File: src/rtl/seven_seg_scan_driver.sv
// seven_seg_scan_driver: time-multiplexed seven-segment driver with tear-free double-buffered digits
module seven_seg_scan_driver #(
    parameter int NUM_DIGITS = 4,
    parameter int PRESCALE = 50000,
    parameter bit COMMON_ANODE = 0,
    parameter bit HEX_MODE = 1,
    parameter bit LEADING_ZERO_BLANK = 0
) (
    input  logic                    clk,
    input  logic                    rst,
    input  logic                    enable,
    input  logic                    load,
    input  logic [4*NUM_DIGITS-1:0] value,
    input  logic [NUM_DIGITS-1:0]   dp_in,
    output logic [6:0]              sout,
    output logic                    dp,
    output logic [NUM_DIGITS-1:0]   digit_sel,
    output logic                    frame_done
);
    localparam int PW = PRESCALE > 1 ? $clog2(PRESCALE) : 1;
    localparam int IW = NUM_DIGITS > 1 ? $clog2(NUM_DIGITS) : 1;
    localparam int BW = 5 * NUM_DIGITS;

    logic [PW-1:0]         pc_q, pc_d;
    logic [IW-1:0]         idx_q, idx_d;
    logic [BW-1:0]         shadow_q, shadow_d, active_q, active_d;
    logic [6:0]            sout_q, sout_d, seg;
    logic                  dp_q, dp_d, frame_done_q, frame_done_d;
    logic                  tick, wrap, blank, dp_l, zero_run;
    logic [NUM_DIGITS-1:0] sel_q, sel_d, sel_l;
    logic [3:0]            code;

    function automatic logic [6:0] decode(input logic [3:0] c);
        case (c)
            4'h0: decode = 7'h7E;
            4'h1: decode = 7'h30;
            4'h2: decode = 7'h6D;
            4'h3: decode = 7'h79;
            4'h4: decode = 7'h33;
            4'h5: decode = 7'h5B;
            4'h6: decode = 7'h5F;
            4'h7: decode = 7'h70;
            4'h8: decode = 7'h7F;
            4'h9: decode = 7'h7B;
            4'hA: decode = 7'h77;
            4'hB: decode = 7'h1F;
            4'hC: decode = 7'h4E;
            4'hD: decode = 7'h3D;
            4'hE: decode = 7'h4F;
            default: decode = 7'h47;
        endcase
    endfunction

    always_comb begin
        tick = enable && pc_q == PW'(PRESCALE - 1);
        wrap = tick && idx_q == IW'(NUM_DIGITS - 1);
        pc_d = !enable ? pc_q : tick ? '0 : pc_q + 1'b1;
        idx_d = !tick ? idx_q : wrap ? '0 : idx_q + 1'b1;
        shadow_d = load ? {value, dp_in} : shadow_q;
        active_d = wrap ? shadow_d : active_q;
        frame_done_d = wrap;
        code = '0;
        dp_l = 1'b0;
        blank = 1'b0;
        zero_run = 1'b1;
        for (int i = NUM_DIGITS - 1; i >= 0; i--) begin
            zero_run = zero_run && active_q[NUM_DIGITS + 4*i +: 4] == 4'd0;
            sel_l[i] = idx_q == IW'(i);
            if (sel_l[i]) begin
                code = active_q[NUM_DIGITS + 4*i +: 4];
                dp_l = active_q[i];
                blank = zero_run && i != 0;
            end
        end
        seg = (LEADING_ZERO_BLANK && blank) || (!HEX_MODE && code > 4'd9) ? 7'h00 : decode(code);
        sout_d = {7{COMMON_ANODE}} ^ (enable ? seg : 7'h00);
        dp_d = COMMON_ANODE ^ (enable && dp_l);
        sel_d = {NUM_DIGITS{!COMMON_ANODE}} ^ (enable ? sel_l : '0);
    end

    always_ff @(posedge clk) begin
        if (rst) begin
            pc_q <= '0;
            idx_q <= '0;
            shadow_q <= '0;
            active_q <= '0;
            sout_q <= {7{COMMON_ANODE}};
            dp_q <= COMMON_ANODE;
            sel_q <= {NUM_DIGITS{!COMMON_ANODE}};
            frame_done_q <= 1'b0;
        end else begin
            pc_q <= pc_d;
            idx_q <= idx_d;
            shadow_q <= shadow_d;
            active_q <= active_d;
            sout_q <= sout_d;
            dp_q <= dp_d;
            sel_q <= sel_d;
            frame_done_q <= frame_done_d;
        end
    end

    assign sout = sout_q;
    assign dp = dp_q;
    assign digit_sel = sel_q;
    assign frame_done = frame_done_q;
endmodule

File: config.mk
export PLATFORM = sky130hd
export DESIGN_NAME = seven_seg_scan_driver
export DESIGN_NICKNAME = d
export VERILOG_FILES = /design/src/rtl/seven_seg_scan_driver.sv
export SDC_FILE = /design/constraint.sdc
export NUM_CORES = 1
export LEC_CHECK = 0
export ABC_AREA = 1
export BUFFER_PORTS_ARGS = -buffer_cell sky130_fd_sc_hd__buf_4
export CAP_MARGIN = 10
export CORE_UTILIZATION = 24
export CTS_CLUSTER_DIAMETER = 30
export CTS_CLUSTER_SIZE = 16
export DETAILED_ROUTE_END_ITERATION = 8
export GPL_TIMING_DRIVEN = 0
export PLACE_DENSITY = 0.4
export SYNTH_ARGS = -nofsm -noshare
export SYNTH_HDL_FRONTEND = slang
export SYNTH_SLANG_ARGS = --single-unit
File: constraint.sdc
create_clock -name clk -period 3.1 [get_ports clk]
set_input_delay 0 -clock clk [delete_from_list [all_inputs] [get_ports clk]]
set_output_delay 0 -clock clk [all_outputs]
set_load 0.03 [all_outputs]
== Word level (Yosys, flattened, before mapping) ==
Memory sizes are Yosys's and may differ from the RTL's. A register that Yosys moved wholly into a read port is not among the register bits.
Index checks and enable logic that the tools add are counted.

* Bitwise logic cells: 2
* Reductions and logical operators: 5
* Equality and inequality tests: 4
* Mux-type cells: 12
* $lt $le $gt $ge: 0
* $add $sub $neg: 2
* Shifts and indexed selects: 0
* Multipliers: 0
* Div/mod/pow operators: 0

{| class="wikitable"
|+ Operators with widths
! operator !! number
|-
| two-way mux 20 bit || 1
|-
| two-way mux 4 bit || 5
|-
| adder 16 x 1 -> 16 bit, second input constant || 1
|-
| equality test 16 bit, second input constant || 1
|-
| two-way mux 16 bit || 1
|-
| equality test 2 bit, second input constant || 2
|-
| two-way mux 1 bit || 4
|-
| inverter 4 bit || 1
|-
| logical AND 1 bit || 3
|-
| adder 2 x 1 -> 2 bit, second input constant || 1
|-
| equality test 2 x 1 -> 1 bit, second input constant || 1
|-
| zero test 2 bit || 1
|-
| two-way mux 2 bit || 1
|-
| OR reduction 2 bit || 1
|-
| inverter 1 bit || 1
|}

* Bits in writable memories: 0
* Word-level logic and storage cells: 33
* Memories kept: 1
* Bits of input ports: 24
* Output and inout port bits: 13
* Register bits: 64
* Latch bits: 0
* Bits in read-only memories: 112

{| class="wikitable"
|+ Memories
! name !! depth !! width !! read ports !! clocked after memory_dff !! write ports !! line !! text
|-
| (name not given) || 16 || 7 || 1 || 1 || 0 || 34 || <nowiki>case (c)</nowiki>
|}

== Logic depth before layout (Yosys ltp) ==
Gate-level depths: netlist of run 1.

* Depth in word-level cells: 6
* Mapped depth: 14
* Depth with buffers taken out: 14

== Worst setup path after synthesis of run 1 ==
No wires, ideal clock.

* Kind: reg2reg
* Start: register idx_q[0]
* End: register sout_q[3] (netlist: sout[3])
* Library setup time: 0.113 ns
* Arrival: 1.701 ns
* Path buffers: 1
* Data required time: 2.987 ns
* Cell stages (with the launch flop): 13
* Clock period less this slack: 1.814 ns
* Setup slack: 1.286 ns
* Cell sequence: dfxtp_1 -> inv_1 -> ha_1 -> buf_2 -> a21oi_1 -> nand2_1 -> nand2_1 -> inv_1 -> ha_1 -> nand2_1 -> nand2_1 -> nor2_1 -> nor2_1

* Longest elaborated chain between the ends: 5
* Elaborated cells on any way between the ends: 8
* Classes of those cells: eq/ne (3); mux (4); reduce/logical (1)

{| class="wikitable"
|+ RTL lines
! what !! line !! text
|-
| start, declared || 25 || <nowiki>logic [IW-1:0] idx_q, idx_d;</nowiki>
|-
| start signal, assigned || 93 || <nowiki>idx_q <= idx_d;</nowiki>
|-
| equality test 2 bit || 68 || <nowiki>sel_l[i] = idx_q == IW'(i);</nowiki>
|-
| two-way mux 4 bit (3 in a row) || 69 || <nowiki>if (sel_l[i]) begin</nowiki>
|-
| two-way mux 4 bit (*) || 69 ||
|-
| end, declared || 27 || <nowiki>logic [6:0] sout_q, sout_d, seg;</nowiki>
|}

Mark *: on every way between the ends. The rest lies on a longest branch, timed or not.
A chain may end at the register's enable or synchronous reset.

== Worst setup path in the final report of run 1 ==
Ends and elaborated chain as after synthesis.

==> results of run 1 <==
==> area by class of cell <==
| class | count | area share (%) |
|---|---|---|
| tap | 176 | 5.33 |
| clock buffer | 13 | 6.30 |
| sequential | 71 | 34.4 |
| timing repair buffer | 46 | 9.08 |
| buffer | 14 | 2.27 |
| clock inverter | 3 | 0.424 |
| multi-input combinational | 282 | 36.0 |
| inverter | 68 | 6.18 |
==> cells by family after synthesis <==
kind of cell	share of synthesized area (%)
adders and majority gates	4.61
AOI/OAI and AO/OA	9.33
DFF	43.6
muxes	3.99
and+or+nand+nor	26.4
buffers and inverters	10.7
xor gates and xnor gates	1.34
==> layout by cell type, fill, tap and decap left out, types with 2 or more instances in the layout <==
master and n:
nor2_4 3, inv_1 65, xor2_1 5, buf_2 6, clkbuf_16 9, clkbuf_8 2, nand2_2 4, buf_4 35
inv_2 3, buf_6 4, o21ai_1 2, dlygate4sd3_1 12, nor3_1 5, nand4_1 4, clkinv_2 2, dfxtp_1 71
a21oi_2 2, nand3_1 21, nor2_2 3, clkbuf_1 4, nand2_1 89, o21ai_0 15, mux2i_1 13, ha_1 12
nand3_2 4, nor2_1 58, a21oi_1 33, o31ai_1 2, a21boi_1 2
==> tightest hold or removal path: stages <==
cell,delay (ns)
buf_4,0.08
mux2i_1,0.05
nor2_1,0.14
==> worst max path at each step <==
stage               slack [ns]             startpoint                 end  cells after the start
finish                    0.95  idx_q[0]$_SDFFE_PP0N_  sout[3]$_SDFF_PP0_                     13
detailed placement        0.94  idx_q[0]$_SDFFE_PP0N_  sout[3]$_SDFF_PP0_                     13
global route              0.73  idx_q[0]$_SDFFE_PP0N_  sout[0]$_SDFF_PP0_                     14
global placement          0.95  idx_q[0]$_SDFFE_PP0N_  sout[3]$_SDFF_PP0_                     13
CTS                       0.92  idx_q[0]$_SDFFE_PP0N_  sout[3]$_SDFF_PP0_                     13
floorplan                 1.29  idx_q[0]$_SDFFE_PP0N_  sout[3]$_SDFF_PP0_                     12
==> repair_timing <==
action                     CTS  global route
hold buffers                12             0
hold endpoints to repair    13             0
setup endpoints to repair    0             0
==> through the flow <==
stage | worst slack, ns | instances | hold slack (ns) | util (%)
after global placement | 0.948 | 645 | 0.297 | 28.2
final | 0.950 | 673 | 0.000127 | 31.2
after global routing | 0.728 | 673 | 0.0130 | 31.2
after CTS | 0.917 | 673 | 0.000697 | 31.2
after detailed placement | 0.938 | 645 | 0.312 | 28.2
after floorplan | 1.29 | 435 | 0.143 | -
==> flip-flops by register name, summed over array words and instances, names as in the netlist <==
signal      cells
digit_sel       4
pc_q           16
frame_done      1
dp              1
sout            7
shadow_q       20
active_q       20
idx_q           2
==> synthesized netlist by cell type <==
cell      instances
inv_2             3
a21oi_2           2
nor2_1           58
buf_4             1
clkbuf_1          2
nand3_2           4
nor4_1            1
nor2_2            3
nor3_1            5
nor3_2            1
xor2_1            5
buf_1             1
nand4_1           4
nor2_4            3
buf_2             6
buf_6             4
nand3_1          21
ha_1             12
a31oi_1           1
o31ai_1           2
nand2_2           4
dfxtp_1          71
a21boi_1          2
nand4_2           1
o21ai_0          15
inv_1            65
a21oi_1          33
nand2_1          89
mux2i_1          13
nand3b_1          1
o21ai_1           2
==> per-layer routing <==
layer	track usage, %	part of all wire, %
met5	0	0
met3	3.62	3.3
met2	17.4	43
met4	4.03	1.5
met1	15.5	52
==> report_power, final <==
| group | switching, mW | internal, mW |
|---|---|---|
| sequential | 0.00695 | 0.937 |
| clock | 0.378 | 0.583 |
| combinational | 0.0721 | 0.0615 |
==> impl_metrics.csv, run 1 <==
group,metric,value,unit
worst_hold_path,hold_path.class,"input pin to flip-flop",
sta,fin_setup_tns,0,ns
setup_path,r2r_cells,13,
clocking,cts_buffer_depth,2,
setup_path,setup.worst_path.end_class,"flip-flop",
synth,synth_cell_types,31,
floorplanning,die_y,119,µm
sta,slew_headroom,66.0,%
sta,setup_viol_count_final,0,
placement,placed_cell_area,3730,µm²
sta,fin_crit_sh,69.4,%
synth,seq_area_frac_synth,43.6,%
setup_path,path_class,"flip-flop to flip-flop",
setup_path,crit_slowest_cell,"dfxtp_1",
layout,multiInputGateArea,1490,µm²
sta,rsz0062_at_grt,"false",
layout,diodes,0,
grt,grt_pass1_vias,2703,
clocking,htreeDepth,3,
synth,ys_warn_count,0,
layout,layout.nets,528,
setup_path,crit_top_cell,"nand2_1",
worst_hold_path,hp-start,"value[6]",
clocking,cts_made_buffers,9,
synth,synth_cells,435,
placement,detailed_place_hpwl,5.39,mm
floorplanning,rows,42,
sta,slew_violations,0,
synth,synth_seq_cells,71,
drt,wl_per_cell,10.9,µm
grt,grt-ovfl-total,0,
power_and_ir_drop,power_density,493,nW/µm²
floorplanning,io_pins,37,
power_and_ir_drop,power,2.04,mW
setup_path,cpPeakStageDelay,0.38,ns
floorplanning,initial_core_util,24.6,%
drt,drc,0,
run,cap_violations,0,
sta,period_needed,2.15,ns
worst_hold_path,holdPathStages,3,
placement,io_buffers,34,
clocking,numClockSinks,71,
drt,drtIter0Drc,114,
layout,drive_above_1_share,16.1,%
layout,regArea,1420,µm²
outcome,status,"completed",
power_and_ir_drop,p_leak,1.88,nW
setup_path,crit_family,"simple AND/OR/NAND/NOR gates",
synth,synthesis.nets,471,
synth,netlist_area,3260,µm²
synth,syn_avg_cell_area,7.49,µm²
sta,skew,0.00404,ns
layout,syn2layout_area_growth,26.8,%
drt,dr.pass1.iters,4,
clocking,clk_latency,0.33,ns
clocking,clk_pin_slew_worst_paths,0.06,ns
setup_path,r2r_end,"sout[3]$_SDFF_PP0_",
layout,design_area,4130,µm²
drt,routed_wl,7.35,mm
worst_hold_path,hold_path_end,"shadow_q[10]$_SDFF_PP0_",
setup_path,cp-start-kind,"flip-flop",
setup_path,cp_max_fo,7,
clocking,cts_resized,0,
grt,grt_usage,11.6,%
grt,antenna_found_initial,0,
placement,gp_congestion,0.799,
synth,synth_area_leader_cell,"dfxtp_1",
grt,grt_start_max_net_pins,12,
setup_path,cp_num_buf_inv,3,
setup_path,cp.required,3.32,ns
setup_path,path_cells,"inv_1 > ha_1 > inv_2 > nand2_1 > nand3b_1 > nand2_1 > nand2_1 > inv_1 > ha_1 > nand2_1 > nand2_1 > nor2_1 > nor2_1",
setup_path,r2r_start,"idx_q[0]$_SDFFE_PP0N_",
sta,fmax,465,MHz
drt,via_per_inst,4.04,
power_and_ir_drop,peakVddDrop,0.225,mV
layout,fillerInstances,1468,
floorplanning,dieWidth,119,µm
clocking,cts_tree,"built",
drt,route.vias.total,2720,
synth,ys_top_cells_by_area,"dfxtp_1, nand2_1, inv_1",
synth,synth_top_area_share,43.6,%
floorplanning,die-area,14100,µm²
grt,grt_pass1_wl,12.8,mm
clocking,cts_root_buffer,"clkbuf_16",
sta,worst_pin_slew,0.510,ns
clocking,post_cts_buffers,0,
floorplanning,core,13200,µm²
drt,postRouteAntennaNets,0,
setup_path,worst_ep_arrival_time,2.37,ns
sta,hold_viol,0,
setup_path,rrSetupSlack,0.95,ns
No activity file was read; power rests on OpenSTA's default activity.
==> inputs of run 2 (changes only) <==
--- a/config.mk
+++ b/config.mk
@@ -13,7 +13,7 @@
 export CTS_CLUSTER_SIZE = 16
 export DETAILED_ROUTE_END_ITERATION = 8
 export GPL_TIMING_DRIVEN = 0
-export PLACE_DENSITY = 0.4
+export PLACE_DENSITY = 0.41
 export SYNTH_ARGS = -nofsm -noshare
 export SYNTH_HDL_FRONTEND = slang
 export SYNTH_SLANG_ARGS = --single-unit
==> constraint.sdc (replaced) <==
create_clock -name clk -period 1.85 [get_ports clk]
set_input_delay 0 -clock clk [delete_from_list [all_inputs] [get_ports clk]]
set_output_delay 0 -clock clk [all_outputs]
set_load 0.03 [all_outputs]
==> impl_metrics.csv, run 2 (synthesis results as in run 1) <==
group,metric,value,unit
outcome,status,"completed",
placement,place_inst,645,
clocking,htreeDepth,3,
grt,grt_start_max_net_pins,12,
layout,syn2layout_area_growth,37.6,%
floorplanning,io_pins,37,
power_and_ir_drop,p_int,2.92,mW
run,cap_violations,0,
layout,diodes,0,
sta,setup_viol_count_final,0,
floorplanning,die_y,119,µm
setup_path,cp_max_fo,7,
setup_path,r2r_start,"idx_q[1]$_SDFFE_PP0N_",
sta,slew_headroom,66.8,%
floorplanning,rows,42,
drt,wl_per_cell,11.5,µm
grt,grt-ovfl-total,0,
placement,gp_congestion,0.807,
grt,grt_usage,11.8,%
drt,routed_wl,7.91,mm
placement,io_buffers,34,
drt,drtIter0Drc,130,
placement,detailed_place_hpwl,5.48,mm
power_and_ir_drop,power,3.69,mW
setup_path,rrSetupSlack,0.07,ns
layout,drive_above_1_share,24.0,%
setup_path,cp-startpoint,"idx_q[1]$_SDFFE_PP0N_",
placement,pre_cts_slack,-0.294,ns
power_and_ir_drop,p_clk_share,51.0,%
power_and_ir_drop,power_frac_comb,6.1,%
layout,most-common-layout-cells,"nand2_1, dfxtp_1, inv_1",
sta,worst_pin_slew,0.498,ns
drt,drc,0,
sta,period_needed,1.78,ns
layout,multiInputGateArea,1630,µm²
drt,dr.pass1.iters,4,
drt,via_per_inst,4.07,
floorplanning,die-area,14100,µm²
power_and_ir_drop,pwr-share-seq,42.8,%
clocking,cts_root_buffer,"clkbuf_16",
floorplanning,initial_core_util,24.6,%
power_and_ir_drop,peakVddDrop,0.466,mV
setup_path,path_class,"flip-flop to flip-flop",
power_and_ir_drop,power_density,822,nW/µm²
sta,fmax,561,MHz
clocking,cts_tree,"built",
grt,grt_pass1_wl,13.0,mm
layout,regArea,1430,µm²
sta,fin_crit_sh,96.4,%
drt,postRouteAntennaNets,0,
layout,layout.nets,544,
clocking,cts_made_buffers,9,
setup_path,cp.required,2.12,ns
sta,fin_setup_tns,0,ns
sta,hold_viol,0,
grt,grt_pass1_vias,2762,
layout,fillerInstances,1466,
setup_path,r2r_cells,10,
setup_path,r2r_end,"sout[5]$_SDFF_PP0_",
setup_path,critical_path.endpoint,"sout[5]$_SDFF_PP0_",
sta,skew,0.00437,ns
clocking,numClockSinks,71,
setup_path,setup.worst_path.end_class,"flip-flop",
layout,final_common_cell,"nand2_1",
layout,fin_cells,689,
clocking,cts_buffer_depth,2,
clocking,clk_pin_slew_worst_paths,0.06,ns
layout,largestRegisters,"active_q x20, shadow_q x20, pc_q x16",
drt,route.vias.total,2806,
floorplanning,dieWidth,119,µm
worst_hold_path,hold_path.class,"input pin to flip-flop",
power_and_ir_drop,p_leak,2.01,nW
sta,setup_slack,0.0662,ns
floorplanning,core,13200,µm²
power_and_ir_drop,p_switching,0.762,mW
power_and_ir_drop,switching_share,20.7,%
setup_path,worst_ep_arrival_time,2.05,ns
sta,slew_violations,0,
sta,rsz0062_at_grt,"true",
sta,hold_slack,0.0157,ns
clocking,clk_latency,0.33,ns
grt,antenna_found_initial,0,
setup_path,cp-start-kind,"flip-flop",
-- run 2: per-layer routing --
| layer | wire [µm] | track usage (%) | share of wire (%) | vias up |
|---|---|---|---|---|
| met3 | 320 | 3.57 | 4.0 | 7 |
| met1 | 3850 | 15.1 | 49 | 1255 |
| met5 | 0 | 0 | 0 | - |
| met2 | 3660 | 18.7 | 46 | 38 |
| li1 | - | - | - | 1506 |
| met4 | 75 | 4.03 | 0.95 | 0 |
-- run 2: power by group through the flow --
stage / sequential (mW) / clock (mW) / combinational (mW)
floorplan: 1.63 / 0 / 0.109
global placement: 1.61 / 0 / 0.209
detailed placement: 1.62 / 0 / 0.210
CTS: 1.58 / 1.95 / 0.232
global route: 1.58 / 2.02 / 0.256
finish: 1.58 / 1.88 / 0.226
-- run 2: worst max-delay path: stages (launching register included) --
cell and delay [ns]:
dfxtp_4 0.36, buf_6 0.12, ha_4 0.18, buf_4 0.14, a21oi_1 0.13, nand2_1 0.10, a21oi_2 0.31, nand2_1 0.12
nand2_1 0.08, nand2_1 0.06, a21oi_2 0.11
-- run 2: worst min-delay path by stage --
stage                         from                       to  slack, ns  cells past startpoint
after detailed placement  value[1]   shadow_q[5]$_SDFF_PP0_       0.30                      3
final                     value[6]  shadow_q[10]$_SDFF_PP0_       0.02                      3
after floorplan             enable     pc_q[0]$_SDFFE_PP0P_       0.14                      2
after global routing      value[6]  shadow_q[10]$_SDFF_PP0_       0.05                      3
after global placement    dp_in[0]   shadow_q[0]$_SDFF_PP0_       0.30                      3
after CTS                 value[6]  shadow_q[10]$_SDFF_PP0_       0.01                      3
-- run 2: final cells by class --
type	instances	area share [%]
multi-input cells	282	36.3
clock buffers	13	5.80
plain buffers	14	2.45
flip-flops and latches	71	31.9
repair buffers	62	11.3
clock inverters	3	1.45
inverters	68	5.91
well taps	176	4.91
-- run 2: repair_timing --
| action | in CTS | in global routing |
|---|---|---|
| hold buffers | 13 | 0 |
| setup buffers | 3 | 11 |
| endpoints found under the hold margin | 14 | 0 |
| setup endpoints to repair | 7 | 7 |
| cloned | 0 | 1 |
| gates resized for setup | 13 | 42 |
| pin swaps | 1 | 8 |
-- run 2: metrics by stage --
| stage | cell area (µm²) | util (%) |
|---|---|---|
| after floorplan | 3260 | - |
| after global placement | 3730 | 28.2 |
| after detailed placement | 3730 | 28.2 |
| after CTS | 4250 | 32.1 |
| after global routing | 4490 | 33.9 |
| final | 4490 | 33.9 |
==> inputs of run 3 (changes only) <==
--- a/config.mk
+++ b/config.mk
@@ -13,7 +13,7 @@
 export CTS_CLUSTER_SIZE = 16
 export DETAILED_ROUTE_END_ITERATION = 8
 export GPL_TIMING_DRIVEN = 0
-export PLACE_DENSITY = 0.41
+export PLACE_DENSITY = 0.47
 export SYNTH_ARGS = -nofsm -noshare
 export SYNTH_HDL_FRONTEND = slang
 export SYNTH_SLANG_ARGS = --single-unit
==> impl_metrics.csv, run 3 (synthesis results as in run 1) <==
group,metric,value,unit
outcome,status,"completed",
sta,setup_viol_count_final,0,
layout,largestRegisters,"active_q x20, shadow_q x20, pc_q x16",
drt,via_per_inst,4.08,
grt,antenna_found_initial,0,
placement,place_inst,645,
power_and_ir_drop,power,3.54,mW
drt,route.vias.total,2769,
clocking,clk_pin_slew_worst_paths,0.06,ns
placement,detailed_place_hpwl,5.39,mm
floorplanning,dieWidth,119,µm
clocking,numClockSinks,71,
layout,fin_cells,679,
worst_hold_path,hold_path_end,"shadow_q[10]$_SDFF_PP0_",
setup_path,rrSetupSlack,0.05,ns
setup_path,cp.required,2.07,ns
floorplanning,core,13200,µm²
power_and_ir_drop,peakVddDrop,0.399,mV
sta,fmax,554,MHz
setup_path,path_class,"flip-flop to flip-flop",
floorplanning,io_pins,37,
sta,period_needed,1.80,ns
grt,grt_start_max_net_pins,12,
worst_hold_path,hold_path.class,"input pin to flip-flop",
clocking,htreeDepth,3,
grt,grt_usage,11.3,%
worst_hold_path,holdPathStages,3,
layout,final_common_cell,"nand2_1",
grt,grt_pass1_wl,12.5,mm
setup_path,cp_max_fo,10,
power_and_ir_drop,p_leak,1.95,nW
setup_path,worst_ep_arrival_time,2.02,ns
layout,syn2layout_area_growth,32.9,%
setup_path,r2r_start,"idx_q[0]$_SDFFE_PP0N_",
sta,setup_slack,0.0461,ns
setup_path,r2r_cells,11,
sta,slew_headroom,68.6,%
sta,rsz0062_at_grt,"true",
layout,regArea,1430,µm²
clocking,cts_root_buffer,"clkbuf_16",
grt,grt-ovfl-total,0,
worst_hold_path,hp-start,"value[6]",
drt,drtIter0Drc,127,
layout,most-common-layout-cells,"nand2_1, dfxtp_1, inv_1",
setup_path,r2r_end,"sout[1]$_SDFF_PP0_",
drt,postRouteAntennaNets,0,
placement,pre_cts_slack,-0.249,ns
setup_path,setup.worst_path.end_class,"flip-flop",
layout,drive_above_1_share,22.3,%
clocking,cts_tree,"built",
drt,dr.pass1.iters,5,
layout,fillerInstances,1457,
drt,routed_wl,7.47,mm
layout,diodes,0,
floorplanning,rows,42,
drt,drc,0,
setup_path,cp-start-kind,"flip-flop",
drt,wl_per_cell,11.0,µm
clocking,clk_latency,0.33,ns
placement,io_buffers,34,
sta,hold_viol,0,
floorplanning,initial_core_util,24.6,%
clocking,cts_buffer_depth,2,
layout,layout.nets,535,
run,cap_violations,0,
sta,skew,0.00500,ns
layout,multiInputGateArea,1590,µm²
clocking,cts_made_buffers,9,
placement,gp_congestion,0.771,
floorplanning,die_y,119,µm
power_and_ir_drop,power_density,817,nW/µm²
sta,fin_crit_sh,97.5,%
floorplanning,die-area,14100,µm²
grt,grt_pass1_vias,2696,
sta,slew_violations,0,
sta,worst_pin_slew,0.470,ns
[run 3: cell count changes in the layout (fill, tap and decap cells not counted), sizes merged]
cell and change:
bufinv -1, clkbuf -2, buf -8, clkinv +2, dlygate4sd3 -1
[run 3: worst max-delay path, cell delays in order, from the launching register on]
cell	delay [ns]
dfxtp_4	0.38
inv_2	0.07
ha_2	0.20
buf_6	0.14
a21oi_1	0.11
nand2_1	0.08
nand2_2	0.09
buf_4	0.11
ha_2	0.20
nand2_1	0.08
o21ai_0	0.18
nor2_1	0.06
[run 3: final cells by class]
cell class / count / area share, %
multi-input combinational: 282 / 36.6
sequential: 71 / 33.0
timing repair buffer: 53 / 9.88
inverter: 68 / 6.01
clock buffer: 11 / 5.83
tap: 176 / 5.08
buffer: 14 / 2.54
clock inverter: 4 / 1.04
[run 3: what timing repair did]
item / CTS / global route
pin swaps: 2 / 8
hold endpoints to repair: 13 / 0
setup buffers: 1 / 6
gates resized for setup: 11 / 29
setup endpoints to repair: 7 / 7
hold buffers: 12 / 0
[run 3: how the worst max path moves through the flow]
stage,end,slack (ns),from
floorplan,sout[3]$_SDFF_PP0_,0.04,idx_q[0]$_SDFFE_PP0N_
global placement,sout[3]$_SDFF_PP0_,-0.24,idx_q[0]$_SDFFE_PP0N_
detailed placement,sout[3]$_SDFF_PP0_,-0.25,idx_q[0]$_SDFFE_PP0N_
CTS,sout[3]$_SDFF_PP0_,-0.01,idx_q[1]$_SDFFE_PP0N_
global route,sout[0]$_SDFF_PP0_,-0.07,idx_q[0]$_SDFFE_PP0N_
finish,sout[1]$_SDFF_PP0_,0.05,idx_q[0]$_SDFFE_PP0N_
[run 3: metal layers]
layer / GRT usage (%) / routed length (µm) / up-vias
met4: 4.27 / 96 / 0
met5: 0 / 0 / -
met1: 14.2 / 3690 / 1237
li1: - / - / 1490
met3: 3.09 / 242 / 8
met2: 18.4 / 3440 / 34
[run 3: where the power goes]
group	leakage [nW]	internal (mW)	switching (mW)
combinational	1.21	0.103	0.122
sequential	0.580	1.57	0.0122
clock	0.151	1.10	0.633
[run 3: per-stage QoR]
step,setup TNS (ns),hold slack (ns),instance area (µm²),util (%)
after global routing,-0.364,0.0327,4330,32.7
after detailed placement,-1.39,0.295,3730,28.2
after CTS,-0.0149,0.0212,4190,31.6
after global placement,-1.21,0.296,3730,28.2
after floorplan,0,0.143,3260,-
final,0,0.00414,4330,32.7
